**config.mk**
```make
export PLATFORM = sky130hd
export DESIGN_NAME = pipe_stage_chain_flat
export DESIGN_NICKNAME = d
export VERILOG_FILES = /design/src/rtl/pipe_stage_chain_if.sv /design/src/rtl/pipe_stage_chain.sv /design/src/flat_wrapper.sv
export SDC_FILE = /design/constraint.sdc
export NUM_CORES = 1
export LEC_CHECK = 0
export CAP_MARGIN = 20
export CORE_ASPECT_RATIO = 1.2
export CORE_MARGIN = 2
export CORE_UTILIZATION = 50
export CTS_BUF_LIST = sky130_fd_sc_hd__clkbuf_4
export CTS_CLUSTER_DIAMETER = 120
export CTS_CLUSTER_SIZE = 16
export DETAILED_ROUTE_END_ITERATION = 8
export DONT_BUFFER_PORTS = 1
export GPL_TIMING_DRIVEN = 0
export PLACE_DENSITY = 0.72
export SETUP_SLACK_MARGIN = 0.3
export SLEW_MARGIN = 20
export SYNTH_ARGS = -nofsm -noshare
export SYNTH_HDL_FRONTEND = slang
export SYNTH_SLANG_ARGS = --single-unit
export TNS_END_PERCENT = 50
```
**constraint.sdc**
```tcl
create_clock -name clk -period 2.7 [get_ports clk]
set_input_delay 0.405 -clock clk [delete_from_list [all_inputs] [get_ports clk]]
set_output_delay 0.405 -clock clk [all_outputs]
set_load 0.01 [all_outputs]
```
**src/rtl/pipe_stage_chain_if.sv**
```systemverilog
// pipe_stage_chain_if: handshake, control and debug signals of the elastic pipeline chain
interface pipe_stage_chain_if #(
    parameter int WIDTH = 32,
    parameter int PC_W  = 32,
    parameter int DEPTH = 4,
    parameter int CNT_W = 16
);
    localparam int OW = $clog2(DEPTH + 1);
    logic             freeze;
    logic             flush;
    logic             in_valid;
    logic             in_ready;
    logic [PC_W-1:0]  in_pc;
    logic [WIDTH-1:0] in_data;
    logic             out_valid;
    logic             out_ready;
    logic [PC_W-1:0]  out_pc;
    logic [WIDTH-1:0] out_data;
    logic [OW-1:0]    occupancy;
    logic [CNT_W-1:0] stall_cnt;
    modport master (
        output freeze, flush, in_valid, in_pc, in_data, out_ready,
        input  in_ready, out_valid, out_pc, out_data, occupancy, stall_cnt
    );
    modport slave (
        input  freeze, flush, in_valid, in_pc, in_data, out_ready,
        output in_ready, out_valid, out_pc, out_data, occupancy, stall_cnt
    );
endinterface

```
**src/rtl/pipe_stage_chain.sv**
```systemverilog
// pipe_stage_chain: elastic PC/payload register chain with freeze, flush, backpressure and bubble collapsing
module pipe_stage_chain #(
    parameter int WIDTH = 32,
    parameter int PC_W  = 32,
    parameter int DEPTH = 4,
    parameter int CNT_W = 16
) (
    input logic               clk,
    input logic               rst,
    pipe_stage_chain_if.slave bus
);
    localparam int OW = $clog2(DEPTH + 1);

    logic [DEPTH-1:0]             v_q, v_d;
    logic [DEPTH-1:0][PC_W-1:0]   pc_q, pc_d;
    logic [DEPTH-1:0][WIDTH-1:0]  data_q, data_d;
    logic [OW-1:0]                occ_q, occ_d;
    logic [CNT_W-1:0]             stall_q, stall_d;
    logic                         run_q;
    logic [DEPTH-1:0]             adv;
    logic                         rdy, acc, xfer;

    // A slot may move when downstream takes the oldest entry or any slot at or after it is empty.
    for (genvar g = 0; g < DEPTH; g++) begin : g_adv
        assign adv[g] = bus.out_ready | ~&v_q[DEPTH-1:g];
    end

    // run_q blocks transfers on the reset-release edge.
    assign rdy  = rst & run_q & !bus.freeze & !bus.flush & adv[0];
    assign acc  = bus.in_valid & rdy;
    assign xfer = v_q[DEPTH-1] & bus.out_ready & run_q & !bus.freeze & !bus.flush;

    assign bus.in_ready  = rdy;
    assign bus.out_valid = v_q[DEPTH-1];
    assign bus.out_pc    = pc_q[DEPTH-1];
    assign bus.out_data  = data_q[DEPTH-1];
    assign bus.occupancy = occ_q;
    assign bus.stall_cnt = stall_q;

    // Next slot contents: flush clears, freeze holds, otherwise shift forward collapsing bubbles.
    always_comb begin
        v_d    = v_q;
        pc_d   = pc_q;
        data_d = data_q;
        if (bus.flush) begin
            v_d    = '0;
            pc_d   = '0;
            data_d = '0;
        end else if (!bus.freeze && run_q) begin
            for (int i = DEPTH - 1; i > 0; i--) begin
                if (adv[i]) begin
                    v_d[i]    = v_q[i-1];
                    pc_d[i]   = pc_q[i-1];
                    data_d[i] = data_q[i-1];
                end
            end
            if (adv[0]) begin
                v_d[0]    = acc;
                pc_d[0]   = acc ? bus.in_pc : '0;
                data_d[0] = acc ? bus.in_data : '0;
            end
        end
        occ_d   = bus.flush ? '0 : occ_q + OW'(acc) - OW'(xfer);
        stall_d = (run_q && (bus.freeze || (v_q[DEPTH-1] && !bus.out_ready)) && !(&stall_q))
                  ? stall_q + CNT_W'(1) : stall_q;
    end

    // State registers with asynchronous active-low clear.
    always_ff @(posedge clk or negedge rst) begin
        if (!rst) begin
            v_q     <= '0;
            pc_q    <= '0;
            data_q  <= '0;
            occ_q   <= '0;
            stall_q <= '0;
            run_q   <= 1'b0;
        end else begin
            v_q     <= v_d;
            pc_q    <= pc_d;
            data_q  <= data_d;
            occ_q   <= occ_d;
            stall_q <= stall_d;
            run_q   <= 1'b1;
        end
    end
endmodule

```
**src/flat_wrapper.sv**
```systemverilog
// flat-port wrapper written by rule: the top's interface ports become plain ports
module pipe_stage_chain_flat 
#(
    parameter int WIDTH = 32,
    parameter int PC_W  = 32,
    parameter int DEPTH = 4,
    parameter int CNT_W = 16
)
  (clk, rst, bus_freeze, bus_flush, bus_in_valid, bus_in_pc, bus_in_data, bus_out_ready, bus_in_ready, bus_out_valid, bus_out_pc, bus_out_data, bus_occupancy, bus_stall_cnt);
  pipe_stage_chain_if #(.WIDTH(WIDTH), .PC_W(PC_W), .DEPTH(DEPTH), .CNT_W(CNT_W)) bus_i ();
  input logic clk;
  input logic rst;
  input wire logic [$bits(bus_i.freeze)-1:0] bus_freeze;
  input wire logic [$bits(bus_i.flush)-1:0] bus_flush;
  input wire logic [$bits(bus_i.in_valid)-1:0] bus_in_valid;
  input wire logic [$bits(bus_i.in_pc)-1:0] bus_in_pc;
  input wire logic [$bits(bus_i.in_data)-1:0] bus_in_data;
  input wire logic [$bits(bus_i.out_ready)-1:0] bus_out_ready;
  output wire logic [$bits(bus_i.in_ready)-1:0] bus_in_ready;
  output wire logic [$bits(bus_i.out_valid)-1:0] bus_out_valid;
  output wire logic [$bits(bus_i.out_pc)-1:0] bus_out_pc;
  output wire logic [$bits(bus_i.out_data)-1:0] bus_out_data;
  output wire logic [$bits(bus_i.occupancy)-1:0] bus_occupancy;
  output wire logic [$bits(bus_i.stall_cnt)-1:0] bus_stall_cnt;
  assign bus_i.freeze = bus_freeze;
  assign bus_i.flush = bus_flush;
  assign bus_i.in_valid = bus_in_valid;
  assign bus_i.in_pc = bus_in_pc;
  assign bus_i.in_data = bus_in_data;
  assign bus_i.out_ready = bus_out_ready;
  assign bus_in_ready = bus_i.in_ready;
  assign bus_out_valid = bus_i.out_valid;
  assign bus_out_pc = bus_i.out_pc;
  assign bus_out_data = bus_i.out_data;
  assign bus_occupancy = bus_i.occupancy;
  assign bus_stall_cnt = bus_i.stall_cnt;
  pipe_stage_chain #(.WIDTH(WIDTH), .PC_W(PC_W), .DEPTH(DEPTH), .CNT_W(CNT_W)) u_core (.clk(clk), .rst(rst), .bus(bus_i));
endmodule
```
=== Word-level counts from Yosys, hierarchy flattened ===
Index checks and enable logic that the tools add are counted.

* $add $sub $neg: 3
* Mux-type cells: 21
* Bitwise operators: 13
* Reduce and logical (&&, ||, !) cells: 26

{| class="wikitable"
|+ Operators by type and width
! kind !! number
|-
| $mux 128 || 4
|-
| $mux 32 || 10
|-
| $add 16x1->16 const B || 1
|-
| $reduce_and 16->1 || 1
|-
| $reduce_and 2->1 || 5
|-
| $reduce_bool 2->1 || 5
|-
| $and 1x1->1 || 9
|-
| $logic_not 1->1 || 8
|-
| $mux 4 || 2
|-
| $logic_and 1x1->1 || 4
|-
| $mux 1 || 4
|-
| $or 1x1->1 || 4
|-
| $reduce_and 4->1 || 1
|-
| $add 3x1->3 || 1
|-
| $mux 3 || 1
|-
| $reduce_and 3->1 || 1
|-
| $sub 3x1->3 || 1
|-
| $logic_or 1x1->1 || 1
|}

* Flip-flop bits (word level): 280
* Bits of input ports: 70
* Output and inout bits: 85
* Word-level logic and storage cells: 78

=== Depth between registers and ports, before layout ===
* Depth after elaboration: 9
* Mapped depth: 10
* Gate-level depth less buffers: 10

=== Worst setup path after synthesis ===
OpenSTA, ideal clock, no wires.

* Path kind: input to register
* Start: input bus_flush
* End: register u_core.occ_q[2] (netlist: u_core.bus.occupancy[2])
* Library setup time: 120 ps
* Data arrival time: 2086 ps
* Required time: 2580 ps
* Path slack: 494 ps
* Stages on the path: 10
* Buffers on the path: 2
* Cells stage by stage: buf_2 > nand4bb_1 > a41oi_2 > and2_4 > buf_2 > ha_1 > inv_1 > fa_1 > xnor2_1 > nor2_1

* Word-level cells in the longest chain between the ends: 7

{| class="wikitable"
|+ Ends and longest elaborated chain
! what !! RTL line !! text
|-
| start, declared || flat_wrapper.sv:14 || <nowiki>input wire logic [$bits(bus_i.flush)-1:0] bus_flush;</nowiki>
|-
| $logic_not 1->1 || pipe_stage_chain.sv:29 || <nowiki>assign rdy = rst & run_q & !bus.freeze & !bus.flush & adv[0];</nowiki>
|-
| $and 1x1->1 (2 in a row) || pipe_stage_chain.sv:29 ||
|-
| via bus_in_ready || flat_wrapper.sv:19 || <nowiki>output wire logic [$bits(bus_i.in_ready)-1:0] bus_in_ready;</nowiki>
|-
| $and 1x1->1 || pipe_stage_chain.sv:30 || <nowiki>assign acc = bus.in_valid & rdy;</nowiki>
|-
| $add 3x1->3 || pipe_stage_chain.sv:63 || <nowiki>occ_d = bus.flush ? '0 : occ_q + OW'(acc) - OW'(xfer);</nowiki>
|-
| $sub 3x1->3 || pipe_stage_chain.sv:63 ||
|-
| $mux 3 || pipe_stage_chain.sv:63 ||
|-
| via u_core.occ_d[2] || pipe_stage_chain.sv:17 || <nowiki>logic [OW-1:0] occ_q, occ_d;</nowiki>
|-
| end signal, assigned || pipe_stage_chain.sv:74 || <nowiki>occ_q <= '0;</nowiki>
|-
| end signal, assigned || pipe_stage_chain.sv:81 || <nowiki>occ_q <= occ_d;</nowiki>
|-
| end, declared || pipe_stage_chain.sv:17 ||
|}

The timed path passes the listed nets, and every way through them passes these cells.
A chain may end at the register's enable or synchronous reset.

=== Worst setup path in the final report ===
* Start: register u_core.v_q[3]
* End: register u_core.occ_q[2] (netlist: u_core.bus.occupancy[2])

* Word-level cells in the longest chain between the ends: 8

{| class="wikitable"
|+ Ends and longest elaborated chain
! what !! RTL line !! text
|-
| start, declared || pipe_stage_chain.sv:14 || <nowiki>logic [DEPTH-1:0] v_q, v_d;</nowiki>
|-
| start signal, assigned || pipe_stage_chain.sv:78 || <nowiki>v_q <= v_d;</nowiki>
|-
| $reduce_and 4->1 || pipe_stage_chain.sv:25 || <nowiki>assign adv[g] = bus.out_ready | ~&v_q[DEPTH-1:g];</nowiki>
|-
| $logic_not 1->1 || pipe_stage_chain.sv:25 ||
|-
| $or 1x1->1 || pipe_stage_chain.sv:25 ||
|-
| $and 1x1->1 || pipe_stage_chain.sv:29 ||
|-
| via bus_in_ready || flat_wrapper.sv:19 ||
|-
| $and 1x1->1 || pipe_stage_chain.sv:30 ||
|-
| $add 3x1->3 || pipe_stage_chain.sv:63 ||
|-
| $sub 3x1->3 || pipe_stage_chain.sv:63 ||
|-
| $mux 3 || pipe_stage_chain.sv:63 ||
|-
| via u_core.occ_d[2] || pipe_stage_chain.sv:17 ||
|}

The timed path passes the listed nets, and every way through them passes these cells.

==> results.txt <==
----------------------------------------------------
[Run status]
  Result of the run ... finished, violations left
  Violated checks ... negative hold slack

[Worst setup path]
  Critical Path Max Stage Delay ... about 0.5 ns
  Startpoint type of the worst setup path ... register
  Worst Path Required ... 3.23 ns
  Signal arrival time at the worst endpoint ... 2.82 ns
  Reg2Reg Depth ... 10
  Slowest stage cell, crit path ... sky130_fd_sc_hd__dfrtp_2
  Type of destination of the critical path ... register
  Critical-path cell list ... nor2b_2 > buf_6 > a41oi_4 > and2_4 > buf_6 > ha_1 > inv_1 > fa_1 > xnor2_1 > nor2_1
  Crit Path Category ... reg2reg
  Largest fanout on the critical path ... 10
  CP most frequent cell ... sky130_fd_sc_hd__buf_6

[Final layout]
  Final #Nets ... 917
  Area growth from synthesis to layout ... 11.0%
  Layout cells sized above 1 ... 0.181
  Design Area, Final ... 11,900 µm²

[STA]
  RSZ-0062 raised after global routing ... false
  Actual transition at the worst max-transition pin ... approximately 0.82 ns
  Count of endpoints failing setup in the final report ... 0
  Min Hold Slack ... -0.573 ns
  Final period util ... 0.848
  Final-report max-slew violation count ... 0
  Relative slew slack ... 0.454
  Clock period minus final worst setup slack ... 2.29 ns
  Peak clock frequency supported by timing ... around 440 MHz
  Worst Clk Skew ... 0.0331 ns
  Setup total negative slack ... 0 ns
  Final hold violation count ... 280

[Clock network]
  Clock-pin slew on the worst setup and hold paths ... 0.16 ns
  Number of buffers created by CTS ... 21
  Max H-tree Level ... 1
  Clock sink total ... 280
  Post-CTS Hold Fix Bufs ... 65
  Clock network latency to the later pin of the worst-skew pair ... between 0.6 and 0.7 ns
  Buffers from clock root to sink, at most ... 3
  CTS root buf ... sky130_fd_sc_hd__clkbuf_4
  Number of buffers inserted by post-CTS setup repair ... 0
  CTS tree ... built

[Placed design]
  Dpl hpwl ... 15.6 mm
  Cell area reported after detailed placement ... 11,100 µm²
  Global placer's final weighted congestion ... 0.776
  Buffers added on ports ... 0

[Floorplanning]
  Number of placed I/O pins ... 155
  Total die area ... about 23,000 µm²
  Floorplan core area ... 21,000 µm²
  Height of the die ... 165 µm
  Width of the die ... roughly 140 µm
  Starting Density ... 0.510
  Row count ... 58

[Global routing]
  Initial antenna violation count ... 1
  First-pass GRT wire length ... 36.5 mm
  Number of global-route vias before repair ... 6,739
  GRT Total Usage ... 0.206
  Aggregate global routing overflow ... 0
  Largest net degree at the start of global routing ... 282

[Synth]
  Number of enable-type register cells in the synthesized netlist ... 0
  Post-synth top area cell ... sky130_fd_sc_hd__dfrtp_1
  Prevailing post-synth register cell ... sky130_fd_sc_hd__dfrtp_1
  Leading post-synthesis cells by instance count ... sky130_fd_sc_hd__dfrtp_1, sky130_fd_sc_hd__a22o_1, sky130_fd_sc_hd__buf_4
  Top post-synthesis cells by area ... sky130_fd_sc_hd__dfrtp_1, sky130_fd_sc_hd__a22o_1, sky130_fd_sc_hd__buf_4
  Leading cell type by number of instances after synthesis ... sky130_fd_sc_hd__dfrtp_1
  Share of the synthesized area in the top cell type ... 0.653
  Number of warnings reported in the yosys synthesis log ... 0
  Number of different library cells in the post-synthesis netlist ... 45
  Async SR Flop Fraction ... 1.00
  Gate Count Post-Synth ... 755
  Seq/Total Area, Yosys ... 0.653
  Post-Synthesis Cell Area ... 10,700 µm²
  Net count after synthesis ... 829
  Synthesis-stage register bit count ... 280
  Avg Cell Area, Syn ... 14.2 µm²

[Detailed routing]
  First DRT Iteration DRCs ... 341
  # DRC ... 0
  Vias ... 6,494
  Antenna-violating nets left ... 0
  Detail-routed via count per cell ... 5.82
  Avg WL per Cell ... 20.8 µm
  Final Routed Wirelength ... 23.2 mm
  Total iterations of the first detailed-routing run ... 4

[Power]
  Reported leakage power ... just under 6 nW
  Worst IR drop on VDD ... between 0.3 and 0.4 mV
  Ratio of total power to cell area ... ~530 nW/µm²

[Min path]
  Worst hold path type ... in2async

[Job]
  Max Cap Viol ... 0

----------------------------------------------------
power by group:
| part | internal (mW) | switching, mW | total (mW) |
|---|---|---|---|
| Sequential | 4.26 | 0.103 | 4.36 |
| Combinational | 0.157 | 0.209 | 0.367 |
| Clock | 0.373 | 1.19 | 1.57 |
state kept, by name, summed over array words and instances (netlist names):
| signal | cells |
|---|---|
| u_core.run_q | 1 |
| u_core.bus.out_data | 32 |
| u_core.bus.out_pc | 32 |
| u_core.bus.occupancy | 3 |
| u_core.bus.stall_cnt | 16 |
| u_core.data_q | 96 |
| u_core.pc_q | 96 |
| u_core.v_q | 4 |
through the flow:
step	util	cells	power, mW	setup WS, ns
floorplan	-	755	4.63	0.494
global route	0.566	1115	6.58	0.310
detailed placement	0.526	1025	4.73	0.217
finish	0.566	1115	6.30	0.411
CTS	0.566	1113	6.37	0.340
global placement	0.526	1025	4.71	0.258
cell usage in the layout, fill, tap and decap left out, types with 2 or more instances in the layout:
master,count
sky130_fd_sc_hd__buf_4,64
sky130_fd_sc_hd__a21oi_1,4
sky130_fd_sc_hd__diode_2,2
sky130_fd_sc_hd__a22o_1,259
sky130_fd_sc_hd__buf_2,44
sky130_fd_sc_hd__nor4_1,3
sky130_fd_sc_hd__dlygate4sd3_1,65
sky130_fd_sc_hd__nor3_1,3
sky130_fd_sc_hd__nand2_1,9
sky130_fd_sc_hd__dfrtp_1,279
sky130_fd_sc_hd__o21ai_0,4
sky130_fd_sc_hd__nor2b_1,2
sky130_fd_sc_hd__inv_1,6
sky130_fd_sc_hd__nor4b_1,2
sky130_fd_sc_hd__nand2b_1,2
sky130_fd_sc_hd__nor2_1,12
sky130_fd_sc_hd__nand3_1,4
sky130_fd_sc_hd__mux2_2,4
sky130_fd_sc_hd__o2111ai_1,2
sky130_fd_sc_hd__xor2_1,9
sky130_fd_sc_hd__ha_1,3
sky130_fd_sc_hd__nand4_1,3
sky130_fd_sc_hd__clkbuf_1,6
sky130_fd_sc_hd__clkbuf_4,21
sky130_fd_sc_hd__buf_6,7
area by class of cell:
class	instances	area, µm²
fill	1693	9130
inverter	6	22.5
antenna	2	5.00
multi-input combinational	348	2920
tap	270	338
clock buffer	21	158
clock inverter	2	12.5
sequential	280	7010
buffer	121	802
timing repair buffer	65	651
per-layer routing:
layer | GRT usage | up-vias | wire length [µm]
met2 | 0.353 | 168 | 11700
met4 | 0.0399 | 0 | 314
met1 | 0.280 | 3340 | 9920
met3 | 0.0347 | 25 | 1330
li1 | - | 2961 | -
met5 | 0 | - | 0
critical path: cells and delay by family, from the launching register on:
family                   cells  cell delay (ns)
AO/OA/AOI/OAI                1             0.23
adder cells (fa/ha/maj)      2             0.53
XOR/XNOR                     1             0.16
buffers and inverters        3             0.34
AND/OR/NAND/NOR              3             0.45
flip-flops                   1             0.49
final timing paths:
check / from / endpoint / slack (ns)
min reg2reg: u_core.pc_q[64]$_DFFE_PN0P_ / u_core.bus.out_pc[0]$_DFFE_PN0P_ / 0.49
max reg2reg: u_core.v_q[3]$_DFFE_PN0P_ / u_core.bus.occupancy[2]$_DFF_PN0_ / 0.41
min in group clk: bus_in_valid / u_core.v_q[0]$_DFFE_PN0P_ / 0.16
min: rst / u_core.data_q[6]$_DFFE_PN0P_ / -0.57
max in group asynchronous: rst / u_core.pc_q[89]$_DFFE_PN0P_ / 2.72
max: u_core.v_q[3]$_DFFE_PN0P_ / u_core.bus.occupancy[2]$_DFF_PN0_ / 0.41
timing repair:
| action | in CTS | in global routing |
|---|---|---|
| resized for setup | 3 | 1 |
| pin swaps | 0 | 1 |
| endpoints found under the setup margin | 2 | 2 |
| hold endpoints to repair | 347 | 280 |
logic make-up (layout without fill, tap and decap cells):
| kind of cell | Yosys count | in the layout | synth area share |
|---|---|---|---|
| other | 1 | 3 | 0.000349 |
| AOI/OAI and AO/OA | 275 | 275 | 0.222 |
| adders and majority gates | 4 | 4 | 0.00536 |
| DFF | 280 | 280 | 0.653 |
| buffers and inverters | 127 | 215 | 0.0762 |
| and+or+nand+nor | 52 | 52 | 0.0291 |
| xor gates and xnor gates | 10 | 10 | 0.00816 |
| muxes | 6 | 6 | 0.00618 |
Power figures use the tool's default switching activity.
